===== config.mk =====
export PLATFORM = sky130hd
export DESIGN_NAME = conv_drain_ctrl
export DESIGN_NICKNAME = d
export VERILOG_FILES = /design/src/rtl/conv_drain_ctrl_pkg.sv /design/src/rtl/conv_drain_ctrl.sv
export SDC_FILE = /design/constraint.sdc
export NUM_CORES = 1
export LEC_CHECK = 0
export ABC_AREA = 1
export BUFFER_PORTS_ARGS = -buffer_cell sky130_fd_sc_hd__buf_2
export CORE_MARGIN = 3
export CORE_UTILIZATION = 45
export DETAILED_ROUTE_END_ITERATION = 16
export PLACE_DENSITY = 0.75
export SLEW_MARGIN = 20
export SYNTH_ARGS = -nofsm -noshare
export SYNTH_HDL_FRONTEND = slang
export SYNTH_SLANG_ARGS = --single-unit

===== constraint.sdc =====
create_clock -name clk -period 1.46 [get_ports clk]
set_input_delay 0 -clock clk [delete_from_list [all_inputs] [get_ports clk]]
set_output_delay 0 -clock clk [all_outputs]
set_load 0.005 [all_outputs]

===== src/rtl/conv_drain_ctrl_pkg.sv =====
// Shared definitions for the subblock drain controller: block sizes,
// FSM state encoding and output stream-select codes.
package conv_drain_ctrl_pkg;

    localparam int SMALL_BYTES_DEFAULT = 132;
    localparam int LARGE_BYTES_DEFAULT = 768;

    // Wide enough for the largest block without wrapping.
    localparam int CNT_WIDTH = 10;

    typedef enum logic [2:0] {
        IDLE    = 3'd0,
        READ    = 3'd1,
        CAPTURE = 3'd2,
        EMIT0   = 3'd3,
        EMIT1   = 3'd4,
        EMIT2   = 3'd5,
        DONE    = 3'd6
    } state_t;

    localparam logic [1:0] SEL_STREAM0 = 2'd0;
    localparam logic [1:0] SEL_STREAM1 = 2'd1;
    localparam logic [1:0] SEL_STREAM2 = 2'd2;

endpackage


===== src/rtl/conv_drain_ctrl.sv =====
// Drains the three subblock FIFOs of a finished code block and serializes
// them as a byte stream (stream 0, 1, 2 per FIFO word) with a valid/ready
// handshake. One request can be queued while a block is draining; a request
// arriving while that slot is full raises a sticky overrun flag.
module conv_drain_ctrl
    import conv_drain_ctrl_pkg::*;
#(
    parameter int SMALL_BYTES = SMALL_BYTES_DEFAULT,
    parameter int LARGE_BYTES = LARGE_BYTES_DEFAULT
) (
    input  logic       clk,
    input  logic       reset,
    input  logic       computation_done,
    input  logic       length_in,
    input  logic [7:0] q0,
    input  logic [7:0] q1,
    input  logic [7:0] q2,
    input  logic       empty,
    output logic       rdreq_subblock,
    output logic [7:0] out_data,
    output logic [1:0] out_sel,
    output logic       out_valid,
    input  logic       out_ready,
    output logic       out_last,
    output logic       busy,
    output logic       block_done,
    output logic       overrun
);

    localparam logic [CNT_WIDTH-1:0] SMALL_N = CNT_WIDTH'(SMALL_BYTES);
    localparam logic [CNT_WIDTH-1:0] LARGE_N = CNT_WIDTH'(LARGE_BYTES);

    state_t                 state;
    state_t                 state_next;
    logic [CNT_WIDTH-1:0]   byte_cnt;
    logic [CNT_WIDTH-1:0]   n_bytes;
    logic                   pend;
    logic                   pend_len;
    logic [7:0]             hold0;
    logic [7:0]             hold1;
    logic [7:0]             hold2;
    logic                   start_block;
    logic                   start_len;
    logic                   last_byte;

    // A queued request takes priority over a fresh pulse when leaving IDLE.
    assign start_block = (state == IDLE) && (computation_done || pend);
    assign start_len   = pend ? pend_len : length_in;
    assign last_byte   = (byte_cnt == (n_bytes - CNT_WIDTH'(1)));

    assign busy       = (state != IDLE);
    assign block_done = (state == DONE);

    // State register.
    always_ff @(posedge clk or negedge reset) begin
        if (!reset) begin
            state <= IDLE;
        end else begin
            state <= state_next;
        end
    end

    // Latch the block length on entry and count FIFO words as EMIT2 completes.
    always_ff @(posedge clk or negedge reset) begin
        if (!reset) begin
            byte_cnt <= '0;
            n_bytes  <= '0;
        end else if (start_block) begin
            byte_cnt <= '0;
            n_bytes  <= start_len ? LARGE_N : SMALL_N;
        end else if ((state == EMIT2) && out_ready && !last_byte) begin
            byte_cnt <= byte_cnt + CNT_WIDTH'(1);
        end
    end

    // Capture the FIFO word the cycle after it was popped.
    always_ff @(posedge clk or negedge reset) begin
        if (!reset) begin
            hold0 <= '0;
            hold1 <= '0;
            hold2 <= '0;
        end else if (state == CAPTURE) begin
            hold0 <= q0;
            hold1 <= q1;
            hold2 <= q2;
        end
    end

    // One-deep request queue and sticky overrun detection.
    always_ff @(posedge clk or negedge reset) begin
        if (!reset) begin
            pend     <= 1'b0;
            pend_len <= 1'b0;
            overrun  <= 1'b0;
        end else if (start_block) begin
            if (pend) begin
                pend <= computation_done;
                if (computation_done) begin
                    pend_len <= length_in;
                end
            end
        end else if (computation_done && (state != IDLE)) begin
            if (!pend) begin
                pend     <= 1'b1;
                pend_len <= length_in;
            end else begin
                overrun  <= 1'b1;
            end
        end
    end

    // Next-state and output decode.
    always_comb begin
        state_next     = state;
        rdreq_subblock = 1'b0;
        out_valid      = 1'b0;
        out_sel        = SEL_STREAM0;
        out_data       = '0;
        out_last       = 1'b0;
        case (state)
            IDLE: begin
                if (start_block) begin
                    state_next = READ;
                end
            end
            READ: begin
                if (!empty) begin
                    rdreq_subblock = 1'b1;
                    state_next     = CAPTURE;
                end
            end
            CAPTURE: begin
                state_next = EMIT0;
            end
            EMIT0: begin
                out_valid = 1'b1;
                out_sel   = SEL_STREAM0;
                out_data  = hold0;
                if (out_ready) begin
                    state_next = EMIT1;
                end
            end
            EMIT1: begin
                out_valid = 1'b1;
                out_sel   = SEL_STREAM1;
                out_data  = hold1;
                if (out_ready) begin
                    state_next = EMIT2;
                end
            end
            EMIT2: begin
                out_valid = 1'b1;
                out_sel   = SEL_STREAM2;
                out_data  = hold2;
                out_last  = last_byte;
                if (out_ready) begin
                    state_next = last_byte ? DONE : READ;
                end
            end
            DONE: begin
                state_next = IDLE;
            end
            default: begin
                state_next = IDLE;
            end
        endcase
    end

endmodule


# --- Word level (Yosys, flattened, before mapping) ---
# Index checks and enable logic that the tools add are counted.
totals:
  register_bits: 50
  in_bits: 30
  output_inout_bits: 16
op_classes:
  add_sub_neg: 2
  eq_ne: 14
  mux: 24
  n_bitwise: 1
  n_reduce_logical: 14
ops:
  columns: ["operator", "n"]
  rows:
  - ["$mux 10", 3]
  - ["$pmux 8 s3", 1]
  - ["$mux 3", 6]
  - ["$pmux 3 s6", 1]
  - ["$ne 2x2->1 const B", 7]
  - ["$mux 1", 12]
  - ["$add 10x1->10 const B", 1]
  - ["$eq 10x10->1", 1]
  - ["$sub 10x1->10 const B", 1]
  - ["$eq 3x3->1 const B", 3]
  - ["$eq 3x2->1 const B", 2]
  - ["$reduce_and 3->1", 2]
  - ["$reduce_and 5->1", 1]
  - ["$logic_and 1x1->1", 4]
  - ["$pmux 2 s2", 1]
  - ["$reduce_bool 2->1", 2]
  - ["$eq 3x1->1 const B", 1]
  - ["$logic_not 3->1", 1]
  - ["$reduce_bool 3->1", 1]
  - ["$reduce_or 3->1", 1]
  - ["$logic_not 1->1", 1]
  - ["$logic_or 1x1->1", 1]
  - ["$not 1->1", 1]

# --- Logic depth before layout (Yosys ltp) ---
# Gate-level depths: netlist (run 1).
depth:
  depth_word: 6
  mapped_depth: 12

# --- Worst setup path before layout (run 1) ---
# Ideal clock, no wire load.
synth_path:
  kind: "register to register"
  startpoint: "register n_bytes[7]"
  endpoint: "register state[0]"
  setup_time_ns: 0.116
  arrival_ns: 1.375
  required_time_ns: 1.344
  path_slack_ns: -0.032
  path_stages_with_launch: 11
  n_path_buf: 0
  path_cell_list: "dfrtp_1 ha_1 inv_1 a21oi_1 nand2_1 nor2_2 nand2_2 nand2_1 nand2_1 nand2_1 nand2_1"
synth_between:
  elab_chain_len: 5
synth_rtl:
  columns: ["element", "line", "text"]
  rows:
  - ["start: declaration", "conv_drain_ctrl.sv:36", "logic [CNT_WIDTH-1:0] n_bytes;"]
  - ["start signal: assignment", "conv_drain_ctrl.sv:70", "n_bytes <= start_len ? LARGE_N : SMALL_N;"]
  - ["$sub 10x1->10", "conv_drain_ctrl.sv:49", "assign last_byte = (byte_cnt == (n_bytes - CNT_WIDTH'(1)));"]
  - ["$eq 10x10->1", "conv_drain_ctrl.sv:49", null]
  - ["$mux 3", "conv_drain_ctrl.sv:157", "state_next = last_byte ? DONE : READ;"]
  - ["$mux 3", "conv_drain_ctrl.sv:156", "if (out_ready) begin"]
  - ["$pmux 3 s6", "conv_drain_ctrl.sv:120", "case (state)"]
  - ["end signal: assignment", "conv_drain_ctrl.sv:59", "state <= state_next;"]
  - ["end: declaration", "conv_drain_ctrl.sv:33", "state_t state;"]
# Every way passes these cells. The select of a mux whose other input is x is not followed.
# A chain may end at the register's enable or synchronous reset.

# --- Final worst setup path (run 1) ---
layout_path:
  startpoint: "register n_bytes[7]"
  endpoint: "output out_last"
layout_between:
  elab_chain_len: 3
layout_rtl:
  columns: ["element", "line", "text"]
  rows:
  - ["$sub 10x1->10", "conv_drain_ctrl.sv:49", null]
  - ["$eq 10x10->1", "conv_drain_ctrl.sv:49", null]
  - ["$mux 1", "conv_drain_ctrl.sv:120", null]
  - ["end: declaration", "conv_drain_ctrl.sv:24", "output logic out_last,"]
# Every way passes these cells.

==> results of run 1 <==
Yosys cell counts, drive strengths merged (2+ instances only):
library cell  number  share of area
inv               30          0.048
ha                 2          0.011
nand3             32          0.069
nand4              5          0.013
a21oi              2         0.0043
o21ai              7          0.015
nor2              23          0.054
dfrtp             42           0.45
nand2             94           0.16
xor2               7          0.026
buf                7          0.017
clkinv             2         0.0032
mux2              24           0.12
power groups by stage:
stage                     Sequential, µW  Combinational (µW)  Clock, µW
after floorplan                     1850                1440          0
after global placement              1860                2020          0
after detailed placement            1880                2070          0
after CTS                           1860                2450        751
after global routing                1980                3070        804
final                               1930                2780        734
final timing paths:
check	depth (start not counted)	end	startpoint
min	4	state[1]$_DFFE_PN0P_	out_ready
min reg2reg	1	overrun$_DFFE_PN0P_	overrun$_DFFE_PN0P_
min in group asynchronous	2	byte_cnt[3]$_DFFE_PN0P_	reset
max in group asynchronous	3	state[2]$_DFFE_PN0P_	reset
max	8	out_last	n_bytes[7]$_DFFE_PN0N_
max reg2reg	10	state[0]$_DFFE_PN0P_	n_bytes[7]$_DFFE_PN0N_
repair_timing:
item                                    in CTS  in global routing
hold buffers                                27                  0
resized for setup                           14                 44
endpoints found under the setup margin      21                 25
setup buffers                                9                  2
hold endpoints to repair                    69                  0
pin swaps                                    5                 13
cloned                                       4                  1
kinds of logic after synthesis:
family | count (synthesis) | synth area share
xor gates and xnor gates | 7 | 0.0263
muxes | 25 | 0.120
adders and majority gates | 2 | 0.0107
buffers and inverters | 40 | 0.0709
DFF | 42 | 0.451
AOI/OAI and AO/OA | 11 | 0.0258
and+or+nand+nor | 154 | 0.295
state kept, by name, summed over array words and instances, names as in the netlist:
signal / cells
overrun: 1
hold0: 8
pend: 1
hold2: 8
byte_cnt: 10
hold1: 8
n_bytes: 2
state: 3
pend_len: 1
metal layers:
metal	track usage	wire (µm)	vias up
li1	-	-	1087
met3	0.0545	356	14
met5	0	0	-
met4	0.0664	132	0
met1	0.256	2520	1018
met2	0.358	3140	69
area by class of cell:
type,instances,area [µm²]
fill,379,1470
timing repair inverter,3,23.8
timing repair buffer,94,719
sequential,42,1050
tap,67,83.8
clock buffer,5,68.8
inverter,32,131
multi-input combinational,200,1290
clock inverter,2,15.0
worst max-delay path, cell delays in order (launching register included):
cell                      delay (ps)
sky130_fd_sc_hd__dfrtp_1         420
sky130_fd_sc_hd__ha_4            280
sky130_fd_sc_hd__inv_2            30
sky130_fd_sc_hd__a21oi_2         160
sky130_fd_sc_hd__nand2_2          90
sky130_fd_sc_hd__nor2_4          110
sky130_fd_sc_hd__nand3_2         100
sky130_fd_sc_hd__inv_2            60
sky130_fd_sc_hd__buf_2           100
per-stage QoR:
step                      TNS (ps)  hold WS [ps]
after floorplan              -1.44          -296
after global placement        -178         -81.1
after detailed placement      -643         -84.2
after CTS                    -1610          41.7
after global routing         -3620          63.3
final                        -1590          44.0
==> summary.md, run 1 <==
| Metric | Value |
|---|---|
| Sum of routed wire length over all layers | `approximately 6.1 mm` |
| Post-route cell area | `about 0.0034 mm²` |
| DRC Markers | `0` |
| Number of pins with negative max-slew slack in the final report | `0` |
| Gate Count Post-Synth | `between 200 and 300` |
| Synth warn | `0` |
| Share of the yosys chip area belonging to registers | `0.451` |
| Most frequent cells in the layout | `sky130_fd_sc_hd__nand2_1 (77), sky130_fd_sc_hd__buf_2 (42), sky130_fd_sc_hd__dfrtp_1 (41)` |
| Clock-pin slew on the worst setup and hold paths | `approximately 80 ps` |
| Pre-CTS WS | `-92.0 ps` |
| Length of the first detailed-routing pass in iterations | `4` |
| Layout cell share with drive strength beyond 1 | `0.399` |
| Max frequency | `around 610 MHz` |
| Maximum clock path buffer count | `2` |
| Sequential power share | `0.354` |
| Violations in the final reports | `negative setup slack` |
| Pin count of the biggest net entering global routing | `25` |
| Std cell rows | `25` |
| Internal power contribution | `3310 µW` |
| Net switching power | `roughly 2100 µW` |
| Fraction of registers with async set/reset | `1.00` |
| Wire length per cell | `between 10 and 15 µm` |
| Post-Synthesis Mean Instance Area | `between 8 and 9 µm²` |
| Sum of net half-perimeters after detailed placement | `~3.7 mm` |
| Clock latency on the worst-skew pair | `290 ps` |
| Max-cap violations | `0` |
| Cell Count, Final, Fillers Out | `~450` |
| Vertical extent of the die | `78.0 µm` |
| Area growth from synthesis to final layout | `45.2%` |
| Leakage | `between 0.0015 and 0.002 µW` |
| Setup slack of the most critical reg-to-reg path | `-120 ps` |
| Number of synthesized register bits | `between 40 and 50` |
| Portion of total power attributed to the clock network | `0.135` |
| Switching Share | `0.392` |
| Via/cell ratio | `4.92` |
| Gr usage total | `0.209` |
| Number of enable flip-flop cells after synthesis | `0` |
| Critical Path Fanout Max | `2` |
| NumNets Final | `410` |
| Core outline area | `0.00485 mm²` |
| Endpoint kind of the worst setup timing path | `primary output` |
| Shortest clock period the worst path allows after layout | `around 1600 ps` |
| Global route total overflow | `0` |
| Clock root buffer master | `sky130_fd_sc_hd__clkbuf_8` |
| Slew Limit Headroom | `0.778` |
| Data arrival time of the critical path | `around 1700 ps` |
| TritonCTS clock tree | `built` |
| Ports placed on the boundary | `46` |
| Initial cell density of the core | `0.481` |
| H-tree levels | `2` |
| Total via count in the routed design | `2188` |
| Leading cell type in the layout, fill and taps excluded | `sky130_fd_sc_hd__nand2_1` |
| Worst Slack Setup Final | `-185 ps` |
| Sinks on the clock net | `42` |
| Post-synthesis net count | `between 300 and 400` |
| Result of the run | `complete, but fails checks` |
| Peak supply drop | `1.02 mV` |
| CTS buffer count | `5` |
| Cell Area, Placed | `around 0.0027 mm²` |
| DP Cell Count | `roughly 400` |
| Unrepaired setup endpoints after global routing | `true` |
| Number of antenna violations at the first check in global routing | `0` |
| Combinational Power Share | `0.511` |
| Number of hold violations in the final report | `0` |
| Core Util, Final | `0.698` |
| First-pass GRT wire length | `~10 mm` |
| Power density over the cells | `1610 mW/mm²` |
| Routability congestion estimate from global placement | `between 0.8 and 0.9` |
| Distinct cells, synth | `25` |
| Count of buffers inserted at the top-level ports | `between 40 and 50` |
| Residual antenna-violating net count after detailed routing | `0` |
| Primary FF master, synth | `sky130_fd_sc_hd__dfrtp_1` |
| Worst-case clock skew | `3.94 ps` |
| Path category of the worst min-delay check | `input port to flop` |
| Setup-failing EPs final | `20` |
| Tot Pwr | `5450 µW` |
| Data required time at the worst endpoint | `~1500 ps` |
| Actual transition at the worst max-transition pin | `approximately 330 ps` |
| Tcrit/Tclk final | `1.13` |
| Overall die area | `around 0.006 mm²` |
| Post-synthesis instance area | `0.00233 mm²` |
| Launching element type of the critical path | `flop` |
| Number of global-route vias before repair | `roughly 2300` |
| Die width | `a little under 80 µm` |
| Worst setup path category | `flop to primary output` |
| Total inserted antenna cells | `0` |
| Detailed router's first-iteration violation count | `~120` |
Note: power is estimated with default switching activity, not from simulation.
==> run 2: changes to the inputs <==
--- a/config.mk
+++ b/config.mk
@@ -11,6 +11,7 @@
 export CORE_UTILIZATION = 45
 export DETAILED_ROUTE_END_ITERATION = 16
 export PLACE_DENSITY = 0.75
+export SETUP_SLACK_MARGIN = 0.1
 export SLEW_MARGIN = 20
 export SYNTH_ARGS = -nofsm -noshare
 export SYNTH_HDL_FRONTEND = slang
==> summary.md, run 2 (synthesized netlist as in run 1, its figures left out) <==
| Metric | Value |
|---|---|
| Sum of net half-perimeters after detailed placement | `3.58 mm (-2.2%)` |
| First-pass GRT wire length | `11.0 mm (+6.8%)` |
| Number of pins with negative max-slew slack in the final report | `0 (unchanged)` |
| Area of the multi-input gates | `0.00140 mm² (+8.8%)` |
| TritonCTS clock tree | `built` |
| Unrepaired setup endpoints after global routing | `true` |
| Area growth from synthesis to final layout | `56.2%` |
| Core outline area | `0.00485 mm² (unchanged)` |
| Count of buffers inserted at the top-level ports | `45 (unchanged)` |
| Power density over the cells | `1680 mW/mm² (+4.4%)` |
| FILL cells | `300 (-21%)` |
| Launch point of the worst reg-to-reg path | `n_bytes[7]$_DFFE_PN0N_` |
| Leakage | `0.00188 µW (+7.2%)` |
| Launching element type of the critical path | `flop` |
| Max frequency | `582 MHz (-4.3%)` |
| Detailed router's first-iteration violation count | `237 (+100%)` |
| Critical Path Fanout Max | `2 (unchanged)` |
| Data required time at the worst endpoint | `1460 ps (about the same)` |
| Combinational Power Share | `0.513 (+0.002)` |
| Worst-case clock skew | `5.18 ps (+1.24 ps)` |
| Worst reg2reg path depth | `11 (+1)` |
| CTS buffer count | `5 (unchanged)` |
| Number of hold violations in the final report | `0 (unchanged)` |
| Std cell rows | `25 (unchanged)` |
| Setup slack of the most critical reg-to-reg path | `-260 ps (-140 ps)` |
| Clock root buffer master | `sky130_fd_sc_hd__clkbuf_8` |
| NumNets Final | `415 (+1.2%)` |
| Worst setup path startpoint | `n_bytes[7]$_DFFE_PN0N_` |
| Top register by number of flip-flops | `byte_cnt` |
| Pin count of the biggest net entering global routing | `43 (+72%)` |
| Sequential power share | `0.330 (-0.024)` |
| Via/cell ratio | `5.28 (+7.4%)` |
| Number of global-route vias before repair | `2387 (+4.1%)` |
| Slew Limit Headroom | `0.785 (+0.00755)` |
| Tcrit/Tclk final | `1.18 (+0.0510)` |
| Total area of sequential cells | `0.00105 mm² (+0.24%)` |
| Maximum clock path buffer count | `2 (unchanged)` |
| Endpoint kind of the worst setup timing path | `primary output` |
| Max-cap violations | `0 (unchanged)` |
| Sum of routed wire length over all layers | `7.52 mm (+22%)` |
| Setup_tns | `-3360 ps (-1770 ps)` |
| Length of the first detailed-routing pass in iterations | `4 (unchanged)` |
| Net switching power | `2420 µW (+13%)` |
| Switching Share | `0.396 (+0.00394)` |
| Most frequent cells in the layout | `sky130_fd_sc_hd__nand2_1 (71), sky130_fd_sc_hd__buf_2 (41), sky130_fd_sc_hd__dfrtp_1 (39)` |
| Path category of the worst min-delay check | `input port to flop` |
| Residual antenna-violating net count after detailed routing | `0 (unchanged)` |
| DRC Markers | `0 (unchanged)` |
| Clock-pin slew on the worst setup and hold paths | `80 ps (about the same)` |
| Layout cell share with drive strength beyond 1 | `0.456 (+0.0563)` |
| Overall die area | `0.00608 mm² (unchanged)` |
| Total inserted antenna cells | `0 (unchanged)` |
| Worst Slack Setup Final | `-260 ps (-74.4 ps)` |
| Actual transition at the worst max-transition pin | `322 ps (-11.3 ps)` |
| Wire length per cell | `16.7 µm (+21%)` |
| Sinks on the clock net | `42 (unchanged)` |
| Capturing element of the worst setup path | `out_last` |
| H-tree levels | `2 (unchanged)` |
| Pre-CTS WS | `-68.3 ps (+23.7 ps)` |
| Vertical extent of the die | `78.0 µm (unchanged)` |
| Clock latency on the worst-skew pair | `310 ps (+20 ps)` |
| Total via count in the routed design | `2381 (+8.8%)` |
| Shortest clock period the worst path allows after layout | `1720 ps (+74.4 ps)` |
| Critical R2R Capture | `state[0]$_DFFE_PN0P_` |
| Routability congestion estimate from global placement | `0.865 (+4.8%)` |
| Peak supply drop | `1.54 mV (+51%)` |
| Portion of total power attributed to the clock network | `0.157 (+0.022)` |
| Violations in the final reports | `negative setup slack` |
| Worst setup path category | `flop to primary output` |
| Ports placed on the boundary | `46 (unchanged)` |
| Gr usage total | `0.227 (+0.0183)` |
| Result of the run | `complete, but fails checks` |
| Number of flip-flops under the largest register name | `10 (unchanged)` |
| Die width | `78.0 µm (unchanged)` |
| Data arrival time of the critical path | `1720 ps (+70 ps)` |
| Global route total overflow | `0 (unchanged)` |
| Leading cell type in the layout, fill and taps excluded | `sky130_fd_sc_hd__nand2_1` |
| Number of antenna violations at the first check in global routing | `0 (unchanged)` |
| Initial cell density of the core | `0.481 (unchanged)` |
| Internal power contribution | `3690 µW (+12%)` |
| Setup-failing EPs final | `22 (+10%)` |
-- run 2: cell types whose count changed in the layout (fill, tap and decap cells not counted), sizes merged --
cell and delta:
buf +5, clkinvlp -3, clkbuf +2, bufinv +1, clkinv +1
-- run 2: what timing repair did --
action                                 4_1_cts  5_1_grt
gates resized for setup                     42       45
endpoints found under the hold margin       69        0
buffers inserted                             8        6
pin swaps                                   17       19
gates cloned                                 2        3
hold buffers                                27        0
setup endpoints to repair                   23       50
-- run 2: power by group through the flow --
| stage | clock (µW) | sequential [µW] | combinational, µW |
|---|---|---|---|
| 2_1_floorplan | 0 | 1850 | 1450 |
| 3_3_place_gp | 0 | 1870 | 2070 |
| 3_5_place_dp | 0 | 1890 | 2120 |
| 4_1_cts | 957 | 1920 | 2520 |
| 5_1_grt | 1010 | 2070 | 3410 |
| 6_report | 960 | 2010 | 3140 |
-- run 2: per-stage QoR --
stage                util  instance area (µm²)  total power (µW)  instances  hold WS, ps
floorplan               -                 2340              3300        281         -296
global placement    0.564                 2740              3940        397        -5.94
detailed placement  0.564                 2740              4010        397       -0.910
CTS                 0.690                 3350              5390        442         40.2
global route        0.751                 3640              6490        451         65.6
finish              0.751                 3640              6110        451         30.7
-- run 2: how the worst min path moves through the flow --
stage                          from                      end  slack, ps  cells after the start
final                     out_ready     state[1]$_DFFE_PN0P_         30                      4
after global routing      out_ready     state[1]$_DFFE_PN0P_         70                      4
after CTS                 out_ready     state[1]$_DFFE_PN0P_         40                      4
after detailed placement      reset         pend$_DFFE_PN0P_       -0.9                      2
after global placement        reset      overrun$_DFFE_PN0P_         -6                      2
after floorplan               reset  byte_cnt[0]$_DFFE_PN0P_       -300                      0
-- run 2: layer usage --
layer	part of all wire	GRT usage
met5	0	0
met4	0.026	0.0822
met3	0.068	0.0545
met2	0.54	0.404
met1	0.37	0.264
-- run 2: area by class of cell --
| class | count | area share |
|---|---|---|
| sequential | 42 | 0.290 |
| clock buffer | 5 | 0.0189 |
| inverter | 32 | 0.0378 |
| tap | 67 | 0.0230 |
| timing repair inverter | 1 | 0.00241 |
| multi-input combinational | 200 | 0.385 |
| timing repair buffer | 101 | 0.230 |
| clock inverter | 3 | 0.0124 |
-- run 2: critical path, stage by stage (launching register included) --
cell and delay (ps):
sky130_fd_sc_hd__dfrtp_1 420, sky130_fd_sc_hd__ha_4 280, sky130_fd_sc_hd__inv_2 40, sky130_fd_sc_hd__a21oi_2 180, sky130_fd_sc_hd__nand2_2 100, sky130_fd_sc_hd__nor2_4 160
sky130_fd_sc_hd__nand3_2 90, sky130_fd_sc_hd__inv_1 60, sky130_fd_sc_hd__buf_2 100
